--- config.mk ---
export PLATFORM = sky130hd
export DESIGN_NAME = npc_multicycle_ctrl
export DESIGN_NICKNAME = d
export VERILOG_FILES = /design/src/rtl/npc_multicycle_ctrl.sv
export SDC_FILE = /design/constraint.sdc
export NUM_CORES = 1
export LEC_CHECK = 0
export ABC_AREA = 0
export CAP_MARGIN = 30
export CORE_UTILIZATION = 41
export DETAILED_ROUTE_END_ITERATION = 12
export PLACE_DENSITY_LB_ADDON = 0.08
export SLEW_MARGIN = 20
export SYNTH_ARGS = -nofsm -noshare
export SYNTH_HDL_FRONTEND = slang
export SYNTH_SLANG_ARGS = --single-unit
--- constraint.sdc ---
create_clock -name clk -period 1.8 [get_ports clk]
set_clock_uncertainty 0.2 [all_clocks]
set_input_delay 0.18 -clock clk [delete_from_list [all_inputs] [get_ports clk]]
set_output_delay 0.18 -clock clk [all_outputs]
set_load 0.01 [all_outputs]
--- src/rtl/npc_multicycle_ctrl.sv ---
// npc_multicycle_ctrl: multi-cycle instruction sequencer for the NPC core.
// Steps one instruction at a time through fetch, execute, optional memory
// access and writeback, and times the PC / register-file write pulses.
// Stops permanently on ebreak (HALT) or on a fault (ERR) until reset.
module npc_multicycle_ctrl #(
    parameter int unsigned TIMEOUT = 256
) (
    input  logic        clk,
    input  logic        rst,
    output logic        ifu_req,
    input  logic        ifu_rvalid,
    input  logic [31:0] ifu_inst,
    output logic        lsu_req,
    output logic        lsu_wen,
    input  logic        lsu_rvalid,
    output logic [31:0] inst_reg,
    output logic        pc_we,
    output logic        rf_we,
    output logic        halt,
    output logic        err,
    output logic [2:0]  state
);

    localparam int unsigned CW = (TIMEOUT > 1) ? $clog2(TIMEOUT) : 1;

    localparam logic [6:0] OP_R      = 7'b0110011;
    localparam logic [6:0] OP_IALU   = 7'b0010011;
    localparam logic [6:0] OP_JALR   = 7'b1100111;
    localparam logic [6:0] OP_LOAD   = 7'b0000011;
    localparam logic [6:0] OP_LUI    = 7'b0110111;
    localparam logic [6:0] OP_AUIPC  = 7'b0010111;
    localparam logic [6:0] OP_JAL    = 7'b1101111;
    localparam logic [6:0] OP_STORE  = 7'b0100011;
    localparam logic [6:0] OP_BRANCH = 7'b1100011;
    localparam logic [31:0] EBREAK   = 32'h0010_0073;

    typedef enum logic [2:0] {
        S_FETCH = 3'd0,
        S_IWAIT = 3'd1,
        S_EXEC  = 3'd2,
        S_MREQ  = 3'd3,
        S_MWAIT = 3'd4,
        S_WB    = 3'd5,
        S_HALT  = 3'd6,
        S_ERR   = 3'd7
    } state_t;

    state_t        state_q;
    logic [31:0]   inst_q;
    logic [CW-1:0] cnt_q;

    logic [6:0] opcode;
    logic       is_ebreak;
    logic       is_load;
    logic       is_store;
    logic       writes_rd;
    logic       is_legal;
    logic       cnt_at_max;

    // Classify the latched instruction and flag the last allowed wait cycle
    always_comb begin
        opcode     = inst_q[6:0];
        is_ebreak  = (inst_q == EBREAK);
        is_load    = (opcode == OP_LOAD);
        is_store   = (opcode == OP_STORE);
        writes_rd  = (opcode == OP_R)    || (opcode == OP_IALU)  ||
                     (opcode == OP_JALR) || (opcode == OP_LOAD)  ||
                     (opcode == OP_LUI)  || (opcode == OP_AUIPC) ||
                     (opcode == OP_JAL);
        is_legal   = writes_rd || is_store || (opcode == OP_BRANCH) || is_ebreak;
        cnt_at_max = (cnt_q == CW'(TIMEOUT - 1));
    end

    // Sequencer: state, latched instruction and shared wait counter
    always_ff @(posedge clk) begin
        if (rst) begin
            state_q <= S_FETCH;
            inst_q  <= '0;
            cnt_q   <= '0;
        end else begin
            case (state_q)
                S_FETCH: begin
                    state_q <= S_IWAIT;
                    cnt_q   <= '0;
                end
                S_IWAIT: begin
                    if (ifu_rvalid) begin
                        inst_q  <= ifu_inst;
                        state_q <= S_EXEC;
                    end else if (cnt_at_max) begin
                        state_q <= S_ERR;
                    end else begin
                        cnt_q <= cnt_q + CW'(1);
                    end
                end
                S_EXEC: begin
                    if (is_ebreak)
                        state_q <= S_HALT;
                    else if (!is_legal)
                        state_q <= S_ERR;
                    else if (is_load || is_store)
                        state_q <= S_MREQ;
                    else
                        state_q <= S_WB;
                end
                S_MREQ: begin
                    state_q <= S_MWAIT;
                    cnt_q   <= '0;
                end
                S_MWAIT: begin
                    if (lsu_rvalid)
                        state_q <= S_WB;
                    else if (cnt_at_max)
                        state_q <= S_ERR;
                    else
                        cnt_q <= cnt_q + CW'(1);
                end
                S_WB:    state_q <= S_FETCH;
                S_HALT:  state_q <= S_HALT;
                S_ERR:   state_q <= S_ERR;
                default: state_q <= S_ERR;
            endcase
        end
    end

    // Moore output decode; every output reads as zero while reset is held
    always_comb begin
        ifu_req  = 1'b0;
        lsu_req  = 1'b0;
        lsu_wen  = 1'b0;
        pc_we    = 1'b0;
        rf_we    = 1'b0;
        halt     = 1'b0;
        err      = 1'b0;
        inst_reg = '0;
        state    = '0;
        if (!rst) begin
            ifu_req  = (state_q == S_FETCH);
            lsu_req  = (state_q == S_MREQ);
            lsu_wen  = (state_q == S_MREQ) && is_store;
            pc_we    = (state_q == S_WB);
            rf_we    = (state_q == S_WB) && writes_rd && (inst_q[11:7] != 5'd0);
            halt     = (state_q == S_HALT);
            err      = (state_q == S_ERR);
            inst_reg = inst_q;
            state    = state_q;
        end
    end

endmodule

==> out/qor.yml, run 1 <==
routing:
  first_iter_violations: 124
  via_per_inst: 5.02
  drt_first_pass_iters: 4
  vias: 2431
  drtAntennaViolNets: 0
  wl_um: 6790
  wire_per_inst_um: 14.0
  drc_errors: 0
final_layout:
  diodes: 0
  stdcell_count: 484
  areaGrowthSynthToFinish_pct: 73.2
  nNetsFinal: 450
  drive_above_1_share_pct: 28.0
  final_cell_mix: "nand2_1 (71), clkdlybuf4s50_1 (48), buf_4 (38)"
  postLayoutCellArea_um2: 3830
  layout.cells.most_common: "nand2_1"
logic_synthesis:
  synth-async-reset-ratio_pct: 0
  syn_nets: 333
  syn_avg_cell_area_um2: 7.46
  syn-cell-area_um2: 2210
  ys_seq_area_share_pct: 39.0
  ys_types: 40
  yosys-top-cells-area: "dfxtp_1 (39%), nand2_1 (13%), nor2b_1 (9.6%), a21oi_1 (8.8%), clkbuf_1 (3.1%)"
  syn_inst: 296
  yosys.area.top_type: "dfxtp_1"
  synth-edff-count: 0
  yosys_warnings: 0
  yosys.area.top_type_share_pct: 39.0
  synthFlopType: "dfxtp_1"
  ys_ff_latch: 43
clock_network:
  cts_tree: "yes"
  clock-sinks: 43
  htreeDepth: 2
  clock_latency_ns: 0.29
  clk_transition_reported_paths_ns: 0.08
  cts_buffers: 5
  ctsHoldBuffers: 0
  cts_root_buf: "clkbuf_8"
  ctsLongestPathBuffers: 2
timing:
  worstMarginPinSlew_ns: 0.382
  fmax_mhz: 515
  fin_ws_ns: -0.141
  finalSetupViolCount: 5
  drv_slew: 0
  period_needed_ns: 1.94
  fin_crit_sh_pct: 108
  relSlewSlack_pct: 74.3
  rsz0062_at_grt: "true"
  hold_ws_ns: 0.0357
  totalNegativeSetupSlack_ns: -0.248
  hold_viol_final: 0
floorplan:
  pin_count: 78
  die_y_um: 75.4
  core-area_um2: 5140
  rows: 26
  dieWidth_um: 75.4
  dieArea_um2: 5690
  initial_core_util_pct: 43.0
critical_path:
  crit_path_end_kind: "output port"
  crit_end: "lsu_wen"
  cp_top_family: "simple AND/OR/NAND/NOR gates"
  reg2reg_from: "cnt_q[0]"
  worstRegToRegCells: 6
  worstSetupStartpointType: "flip-flop"
  reg2reg_setup_slack_ns: -0.06
  crit_chain: "nand3b_1 > or4_4 > nor4_4 > buf_2"
  worst_ep_arrival_time_ns: 1.56
  max_stage_delay_ns: 0.46
  startpoint: "inst_q[2]"
  crit_required_ns: 1.42
  worstPathMaxFanout: 2
  rr_endpoint: "cnt_q[3]"
  cpMaxStageDelayCell: "or4_4"
  crit_type: "flip-flop to output port"
  cp_num_cells: 4
  crit_buf_inv: 1
global_routing:
  overflow: 0
  busiest_layer: "met2"
  use_met1_pct: 29.7
  grt.total_usage_pct: 22.7
  use_met2_pct: 37.9
  antenna_found_initial: 0
  met3_usage_pct: 5.82
  grt_max_degree: 56
  grt_pass1_vias: 2163
  grt_pass1_wl_um: 9820
status:
  violations: "setup timing"
  status: "finished, violations left"
run:
  cap_violations: 0
power_and_ir_drop:
  p_leak_nw: 1.67
  cellPowerDensity_nw_per_um2: 640
  ir_worst_vdd_v: 0.000439
hold_path:
  min_path_type: "primary input to flip-flop"
place:
  numPortBuffers: 77
  dpl_cell_area_um2: 3300
  dpl_worst_slack_ns: -0.373
  place_inst: 460
  hpwl_um: 4240
  routabilityCongestion: 0.834
[Yosys cell counts, drive strengths merged, types with 2 or more instances]
master / n
nor2: 11
buf: 3
nor4: 10
nand3: 6
nor2b: 34
nand2: 74
o22ai: 2
clkbuf: 18
nand2b: 8
nor4b: 3
a21boi: 2
o21ai: 3
or4b: 2
nor3: 2
dfxtp: 43
nand4: 2
nand3b: 3
mux2i: 5
o31ai: 3
or4: 3
a21oi: 39
inv: 4
[cell type report]
| class | instances | area [um^2] |
|---|---|---|
| clock buffer | 7 | 76.3 |
| inverter | 4 | 15.0 |
| multi-input combinational | 228 | 1500 |
| clock inverter | 1 | 5.00 |
| fill | 424 | 1310 |
| timing repair buffer | 131 | 1270 |
| sequential | 43 | 873 |
| tap | 70 | 87.6 |
[sequential cells by signal, summed over array words and instances, names as in the netlist]
| register | count |
|---|---|
| cnt_q | 8 |
| inst_q | 32 |
| state_q | 3 |
[layer usage]
layer  vias to the layer above  share of wire (%)
li1                       1236                  -
met1                      1116                 46
met2                        73                 48
met3                         6                5.7
met4                         0               0.93
met5                         -                  0
[power by group]
part / switching, W / internal, W
clock network: 0.000318 / 0.000273
registers: 0.0000488 / 0.00102
logic: 0.000355 / 0.000441
[stage by stage]
step	power, W	util, %
floorplan	0.00138	-
global placement	0.00169	64.2
global route	0.00258	74.4
finish	0.00245	74.4
detailed placement	0.00170	64.2
CTS	0.00234	68.3
[logic make-up (layout without fill, tap and decap cells)]
logic type                 after synthesis  count (layout)  synth area share (%)
xor gates and xnor gates                 1               1                 0.736
AOI/OAI and AO/OA                       59              59                  15.3
buffers and inverters                   25             143                  4.93
muxes                                    5               5                  2.27
adders and majority gates                1               1                 0.566
and+or+nand+nor                        162             162                  37.2
DFF                                     43              43                  39.0
[worst min-delay path by stage]
stage                             to  slack [ns]  cells after the start         start
after floorplan           inst_q[11]        0.12                      2  ifu_inst[11]
after global placement    inst_q[18]        0.25                      2    inst_q[18]
after detailed placement  inst_q[31]        0.26                      2    inst_q[31]
after CTS                 state_q[2]        0.02                      2           rst
after global routing      state_q[2]        0.03                      2           rst
final                     state_q[2]        0.04                      2           rst
[worst reg2reg max path: stages (launching register included)]
cell and delay (ns):
dfxtp_1 0.33, ha_1 0.22, nand3_1 0.13, a211oi_2 0.08, buf_4 0.18, or4_4 0.52, a21boi_2 0.14
[what timing repair did]
item                                    in CTS  in global routing
pin swaps                                   14                 13
gates resized for setup                     51                 63
cloned                                       1                  3
buffers inserted                             8                  4
endpoints found under the setup margin      24                 50
(Power assumes the default switching activity.)
==> run 2, diff against run 1 <==
- CORE_UTILIZATION: 41 -> 30
==> out/qor.yml, run 2 (synthesis gave the netlist of run 1 again) <==
status:
  status: "finished, violations left"  # unchanged
  violations: "setup timing"  # unchanged
critical_path:
  crit_path_end_kind: "output port"  # unchanged
  rr_endpoint: "cnt_q[0]"  # was cnt_q[3]
  worstPathMaxFanout: 2  # unchanged
  worstSetupStartpointType: "flip-flop"  # unchanged
  crit_required_ns: 1.42  # about the same
  worst_ep_arrival_time_ns: 1.57  # was 1.56 ns
  reg2reg_setup_slack_ns: -0.05  # was -0.06 ns
  crit_type: "flip-flop to output port"  # unchanged
  worstRegToRegCells: 5  # was 6
  reg2reg_from: "state_q[1]"  # was cnt_q[0]
power_and_ir_drop:
  combPwrFrac_pct: 27.3  # was 32.5%
  cellPowerDensity_nw_per_um2: 701  # was 640 nW/um^2
  pwr-share-seq_pct: 39.6  # was 43.4%
  p_int_w: 0.00196  # was 0.00173 W
  p_leak_nw: 1.60  # was 1.67 nW
  ir_worst_vdd_v: 0.000409  # was 0.000439 V
  p_sw_w: 0.000718  # was 0.000722 W
  p_clk_share_pct: 33.2  # was 24.1%
  p_sw_share_pct: 26.8  # was 29.4%
timing:
  hold_viol_final: 0  # unchanged
  period_needed_ns: 1.95  # was 1.94 ns
  worstMarginPinSlew_ns: 0.392  # was 0.382 ns
  rsz0062_at_grt: "true"  # unchanged
  fin_ws_ns: -0.148  # was -0.141 ns
  fin_crit_sh_pct: 108  # about the same
  fmax_mhz: 513  # was 515 MHz
  finalSetupViolCount: 5  # unchanged
  relSlewSlack_pct: 73.8  # was 74.3%
  drv_slew: 0  # unchanged
final_layout:
  fillers: 667  # was 424
  final_cell_mix: "nand2_1 (74), clkdlybuf4s50_1 (51), buf_4 (45)"  # was nand2_1 (71), clkdlybuf4s50_1 (48), buf_4 (38)
  areaGrowthSynthToFinish_pct: 72.8  # was 73.2%
  regArea_um2: 873  # unchanged
  postLayoutCellArea_um2: 3820  # was 3830 um^2
  largest_reg_flops: 32  # unchanged
  reg.largest.list: "inst_q (32), cnt_q (8), state_q (3)"  # unchanged
  layout.cells.most_common: "nand2_1"  # unchanged
  drive_above_1_share_pct: 24.0  # was 28.0%
  stdcell_count: 516  # was 484
  multi_input_area_um2: 1410  # was 1500 um^2
  diodes: 0  # unchanged
  nNetsFinal: 456  # was 450
  regMostFlops: "inst_q"  # unchanged
clock_network:
  cts_buffers: 5  # unchanged
  cts_root_buf: "clkbuf_8"  # unchanged
  clk_transition_reported_paths_ns: 0.08  # about the same
  clock_latency_ns: 0.29  # about the same
  clock-sinks: 43  # unchanged
  htreeDepth: 2  # unchanged
  cts_tree: "yes"  # unchanged
  ctsLongestPathBuffers: 2  # unchanged
routing:
  vias: 2409  # was 2431
  dr_wl_met2_um: 3240  # was 3250 um
  first_iter_violations: 87  # was 124
  wl_met1_um: 3440  # was 3090 um
  via_per_inst: 4.67  # was 5.02
  wire_per_inst_um: 13.7  # was 14.0 um
  met3_length_um: 312  # was 386 um
  wl_um: 7050  # was 6790 um
  top_layer_used: "met4"  # unchanged
  drtAntennaViolNets: 0  # unchanged
  drc_errors: 0  # unchanged
  drt_first_pass_iters: 4  # unchanged
place:
  numPortBuffers: 77  # unchanged
  routabilityCongestion: 0.789  # was 0.834
  place_inst: 499  # was 460
  dpl_cell_area_um2: 3420  # was 3300 um^2
  dpl_worst_slack_ns: -0.363  # was -0.373 ns
  hpwl_um: 4790  # was 4240 um
global_routing:
  overflow: 0  # unchanged
  antenna_found_initial: 0  # unchanged
  grt.total_usage_pct: 17.6  # was 22.7%
  grt_pass1_vias: 2210  # was 2163
  grt_max_degree: 22  # was 56
  grt_pass1_wl_um: 10600  # was 9820 um
floorplan:
  pin_count: 78  # unchanged
  die_y_um: 87.8  # was 75.4 um
  core-area_um2: 6940  # was 5140 um^2
  initial_core_util_pct: 31.8  # was 43.0%
  dieArea_um2: 7710  # was 5690 um^2
  dieWidth_um: 87.8  # was 75.4 um
  rows: 30  # was 26
hold_path:
  hp-start: "rst"  # unchanged
  min_path_type: "primary input to flip-flop"  # unchanged
  min_path_cells: 4  # was 2
  hold_end: "state_q[0]"  # was state_q[2]
run:
  cap_violations: 0  # unchanged
## run 2: changes by cell type in the layout (fill, tap and decap cells not counted), sizes merged, moves of 2 or more
cell           previous run  this run
buf                      57        60
bufinv                    0         2
clkbuf                   11         9
clkdlybuf4s50            48        51
dlygate4sd2               9        12
dlymetal6s2s             13         8
## run 2: through the flow
step	utilization (%)	setup TNS (ns)	total power [W]	hold slack, ns
2_1_floorplan	-	0	0.00138	0.116
3_3_place_gp	49.2	-4.10	0.00170	0.255
3_5_place_dp	49.2	-4.06	0.00170	0.255
4_1_cts	51.8	-0.217	0.00261	0.141
5_1_grt	55.0	-1.00	0.00280	0.177
6_report	55.0	-0.266	0.00268	0.156
## run 2: power groups by stage
stage / sequential, W / clock, W / combinational, W
final: 0.00106 / 0.000889 / 0.000730
after global placement: 0.00108 / 0 / 0.000626
after CTS: 0.00106 / 0.000911 / 0.000642
after detailed placement: 0.00108 / 0 / 0.000624
after floorplan: 0.00107 / 0 / 0.000303
after global routing: 0.00107 / 0.000944 / 0.000791
## run 2: area by class of cell
class | count | share of cell area (%)
clock inverter | 2 | 1.57
timing repair buffer | 135 | 33.1
inverter | 4 | 0.393
sequential | 43 | 22.9
multi-input combinational | 230 | 37.0
tap | 96 | 3.15
clock buffer | 6 | 1.90
## run 2: per-layer routing
layer / vias to the layer above / track usage (%)
met5: - / 0
met1: 1089 / 24.1
met2: 57 / 27.6
met4: 0 / 5.37
met3: 4 / 3.77
li1: 1259 / -
## run 2: repair_timing
action / 4_1_cts / 5_1_grt
setup buffers: 1 / 3
pin swaps: 4 / 9
hold buffers: 1 / 0
resized for setup: 46 / 44
cloned: 0 / 4
setup endpoints to repair: 38 / 44
endpoints found under the hold margin: 1 / 0
## run 2: critical path, cell delays in order, from the launching register on
cell and delay, ns:
dfxtp_1 0.31, nand3b_1 0.19, or4_4 0.46, nor4_2 0.15
buf_2 0.17
## run 2: worst max-delay path by stage
stage,startpoint,to,slack (ns),cells after the start
finish,inst_q[2],lsu_wen,-0.15,4
global route,inst_q[2],lsu_wen,-0.21,4
CTS,inst_q[2],lsu_wen,-0.13,4
detailed placement,inst_q[2],lsu_wen,-0.36,4
global placement,cnt_q[0],cnt_q[0],-0.34,6
floorplan,state_q[1],cnt_q[1],0.03,6
==> run 3, diff against run 2 <==
- CTS_BUF_LIST: not set -> sky130_fd_sc_hd__clkbuf_16
- clock period: 1.8 -> 2.2 ns (I/O delays scaled with it)
==> out/qor.yml, run 3 (synthesis gave the netlist of run 1 again) <==
status:
  status: "completed"  # was finished, violations left
clock_network:
  clock_latency_ns: 0.28  # was 0.29 ns
  clock-sinks: 43  # unchanged
  cts_tree: "yes"  # unchanged
  cts_buffers: 5  # unchanged
  htreeDepth: 2  # unchanged
  cts_root_buf: "clkbuf_16"  # was clkbuf_8
  clk_transition_reported_paths_ns: 0.06  # was 0.08 ns
  ctsLongestPathBuffers: 2  # unchanged
power_and_ir_drop:
  cellPowerDensity_nw_per_um2: 641  # was 701 nW/um^2
  p_leak_nw: 1.18  # was 1.60 nW
  p_total_w: 0.00213  # was 0.00268 W
  pwr-share-seq_pct: 40.7  # was 39.6%
  p_sw_share_pct: 25.5  # was 26.8%
  ir_worst_vdd_v: 0.000314  # was 0.000409 V
  combPwrFrac_pct: 21.3  # was 27.3%
  p_clk_share_pct: 38.0  # was 33.2%
  p_int_w: 0.00159  # was 0.00196 W
  p_sw_w: 0.000545  # was 0.000718 W
floorplan:
  pin_count: 78  # unchanged
  rows: 30  # unchanged
  die_y_um: 87.8  # unchanged
  initial_core_util_pct: 31.8  # unchanged
  dieArea_um2: 7710  # unchanged
  core-area_um2: 6940  # unchanged
  dieWidth_um: 87.8  # unchanged
critical_path:
  cpMaxStageDelayCell: "clkdlybuf4s50_1"  # was or4_4
  rr_endpoint: "cnt_q[3]"  # was cnt_q[0]
  crit_path_end_kind: "output port"  # unchanged
  crit_chain: "nand2_1 > buf_4 > nor2_1 > clkdlybuf4s50_1"  # was nand3b_1 > or4_4 > nor4_2 > buf_2
  worstRegToRegCells: 6  # was 5
  worstSetupStartpointType: "flip-flop"  # unchanged
  worst_ep_arrival_time_ns: 1.67  # was 1.57 ns
  crit_type: "flip-flop to output port"  # unchanged
  crit_required_ns: 1.78  # was 1.42 ns
  max_stage_delay_ns: 0.54  # was 0.46 ns
  reg2reg_setup_slack_ns: 0.27  # was -0.05 ns
  worstPathMaxFanout: 11  # was 2
  reg2reg_from: "state_q[0]"  # was state_q[1]
final_layout:
  reg.largest.list: "inst_q (32), cnt_q (8), state_q (3)"  # unchanged
  drive_above_1_share_pct: 8.71  # was 24.0%
  multi_input_area_um2: 1250  # was 1410 um^2
  stdcell_count: 475  # was 516
  diodes: 0  # unchanged
  fillers: 696  # was 667
  areaGrowthSynthToFinish_pct: 50.7  # was 72.8%
  regArea_um2: 862  # was 873 um^2
  final_cell_mix: "nand2_1 (74), clkdlybuf4s50_1 (74), dfxtp_1 (42)"  # was nand2_1 (74), clkdlybuf4s50_1 (51), buf_4 (45)
  regMostFlops: "inst_q"  # unchanged
  largest_reg_flops: 32  # unchanged
  nNetsFinal: 415  # was 456
  post-route-util_pct: 47.9  # was 55.0%
routing:
  drt_first_pass_iters: 4  # unchanged
  wire_per_inst_um: 12.9  # was 13.7 um
  first_iter_violations: 93  # was 87
  via_per_inst: 4.83  # was 4.67
  drtAntennaViolNets: 0  # unchanged
  wl_um: 6100  # was 7050 um
  vias: 2293  # was 2409
  drc_errors: 0  # unchanged
hold_path:
  hold_end: "state_q[0]"  # unchanged
  min_path_type: "primary input to flip-flop"  # unchanged
  hp-start: "rst"  # unchanged
  min_path_cells: 4  # unchanged
global_routing:
  antenna_found_initial: 0  # unchanged
  grt.total_usage_pct: 16.2  # was 17.6%
  grt_pass1_wl_um: 9840  # was 10600 um
  grt_max_degree: 48  # was 22
  grt_pass1_vias: 2143  # was 2210
  overflow: 0  # unchanged
timing:
  finalSetupViolCount: 0  # was 5
  relSlewSlack_pct: 69.3  # was 73.8%
  hold_viol_final: 0  # unchanged
  fin_crit_sh_pct: 95.2
  totalNegativeSetupSlack_ns: 0  # was -0.266 ns
  rsz0062_at_grt: "false"  # was true
  fin_ws_ns: 0.105  # was -0.148 ns
  period_needed_ns: 2.09
  worstMarginPinSlew_ns: 0.460  # was 0.392 ns
  drv_slew: 0  # unchanged
  fmax_mhz: 477
place:
  place_inst: 467  # was 499
  dpl_worst_slack_ns: 0.0361  # was -0.363 ns
  numPortBuffers: 77  # unchanged
  hpwl_um: 4280  # was 4790 um
  routabilityCongestion: 0.805  # was 0.789
run:
  cap_violations: 0  # unchanged
run 3: changes by cell type in the layout (fill, tap and decap cells not counted), sizes merged, moves of 2 or more:
cell           delta
clkbuf            -3
clkinv            +2
dlymetal6s2s      -8
buf              -40
clkdlybuf4s50    +23
dlygate4sd2      -11
run 3: power groups by stage:
stage / Sequential, W / Combinational [W] / Clock, W
floorplan: 0.000878 / 0.000247 / 0
CTS: 0.000868 / 0.000457 / 0.000839
finish: 0.000868 / 0.000454 / 0.000812
detailed placement: 0.000885 / 0.000455 / 0
global placement: 0.000883 / 0.000455 / 0
global route: 0.000875 / 0.000505 / 0.000869
run 3: area by class of cell:
type,instances,share of cell area [%]
multi-input combinational,228,37.7
sequential,43,25.9
tap,96,3.61
timing repair buffer,96,27.5
clock buffer,5,3.76
inverter,4,0.451
clock inverter,3,1.16
run 3: worst max path at each step:
stage / startpoint / end / slack, ns / cells past startpoint
floorplan: state_q[0] / rf_we / 0.29 / 5
global placement: inst_q[2] / lsu_wen / 0.05 / 4
detailed placement: inst_q[2] / lsu_wen / 0.04 / 4
CTS: inst_q[2] / lsu_wen / 0.03 / 4
global route: inst_q[8] / rf_we / 0.03 / 4
finish: state_q[1] / halt / 0.11 / 4
run 3: worst max-delay path: cells and delay by family, from the launching register on:
family	cells	cell delay (ns)
flops	1	0.45
simple gates	2	0.23
buf+inv	2	0.71
run 3: what timing repair did:
item,in CTS,in global routing
gates cloned,0,0
gates resized for setup,4,3
setup buffers,0,0
endpoints found under the setup margin,2,1
hold buffers,0,0
run 3: per-stage QoR:
| step | instance area [um^2] | hold slack (ns) |
|---|---|---|
| finish | 3330 | 0.171 |
| floorplan | 2210 | 0.156 |
| global placement | 3160 | 0.247 |
| detailed placement | 3160 | 0.254 |
| CTS | 3330 | 0.167 |
| global route | 3330 | 0.200 |
run 3: per-layer routing:
metal / global-route usage, % / vias to the layer above / share of wire [%]
met4: 4.47 / 0 / 0.70
met1: 21.8 / 1052 / 48
met5: 0 / - / 0
met3: 4.15 / 7 / 6.9
met2: 25.7 / 65 / 45
li1: - / 1169 / -
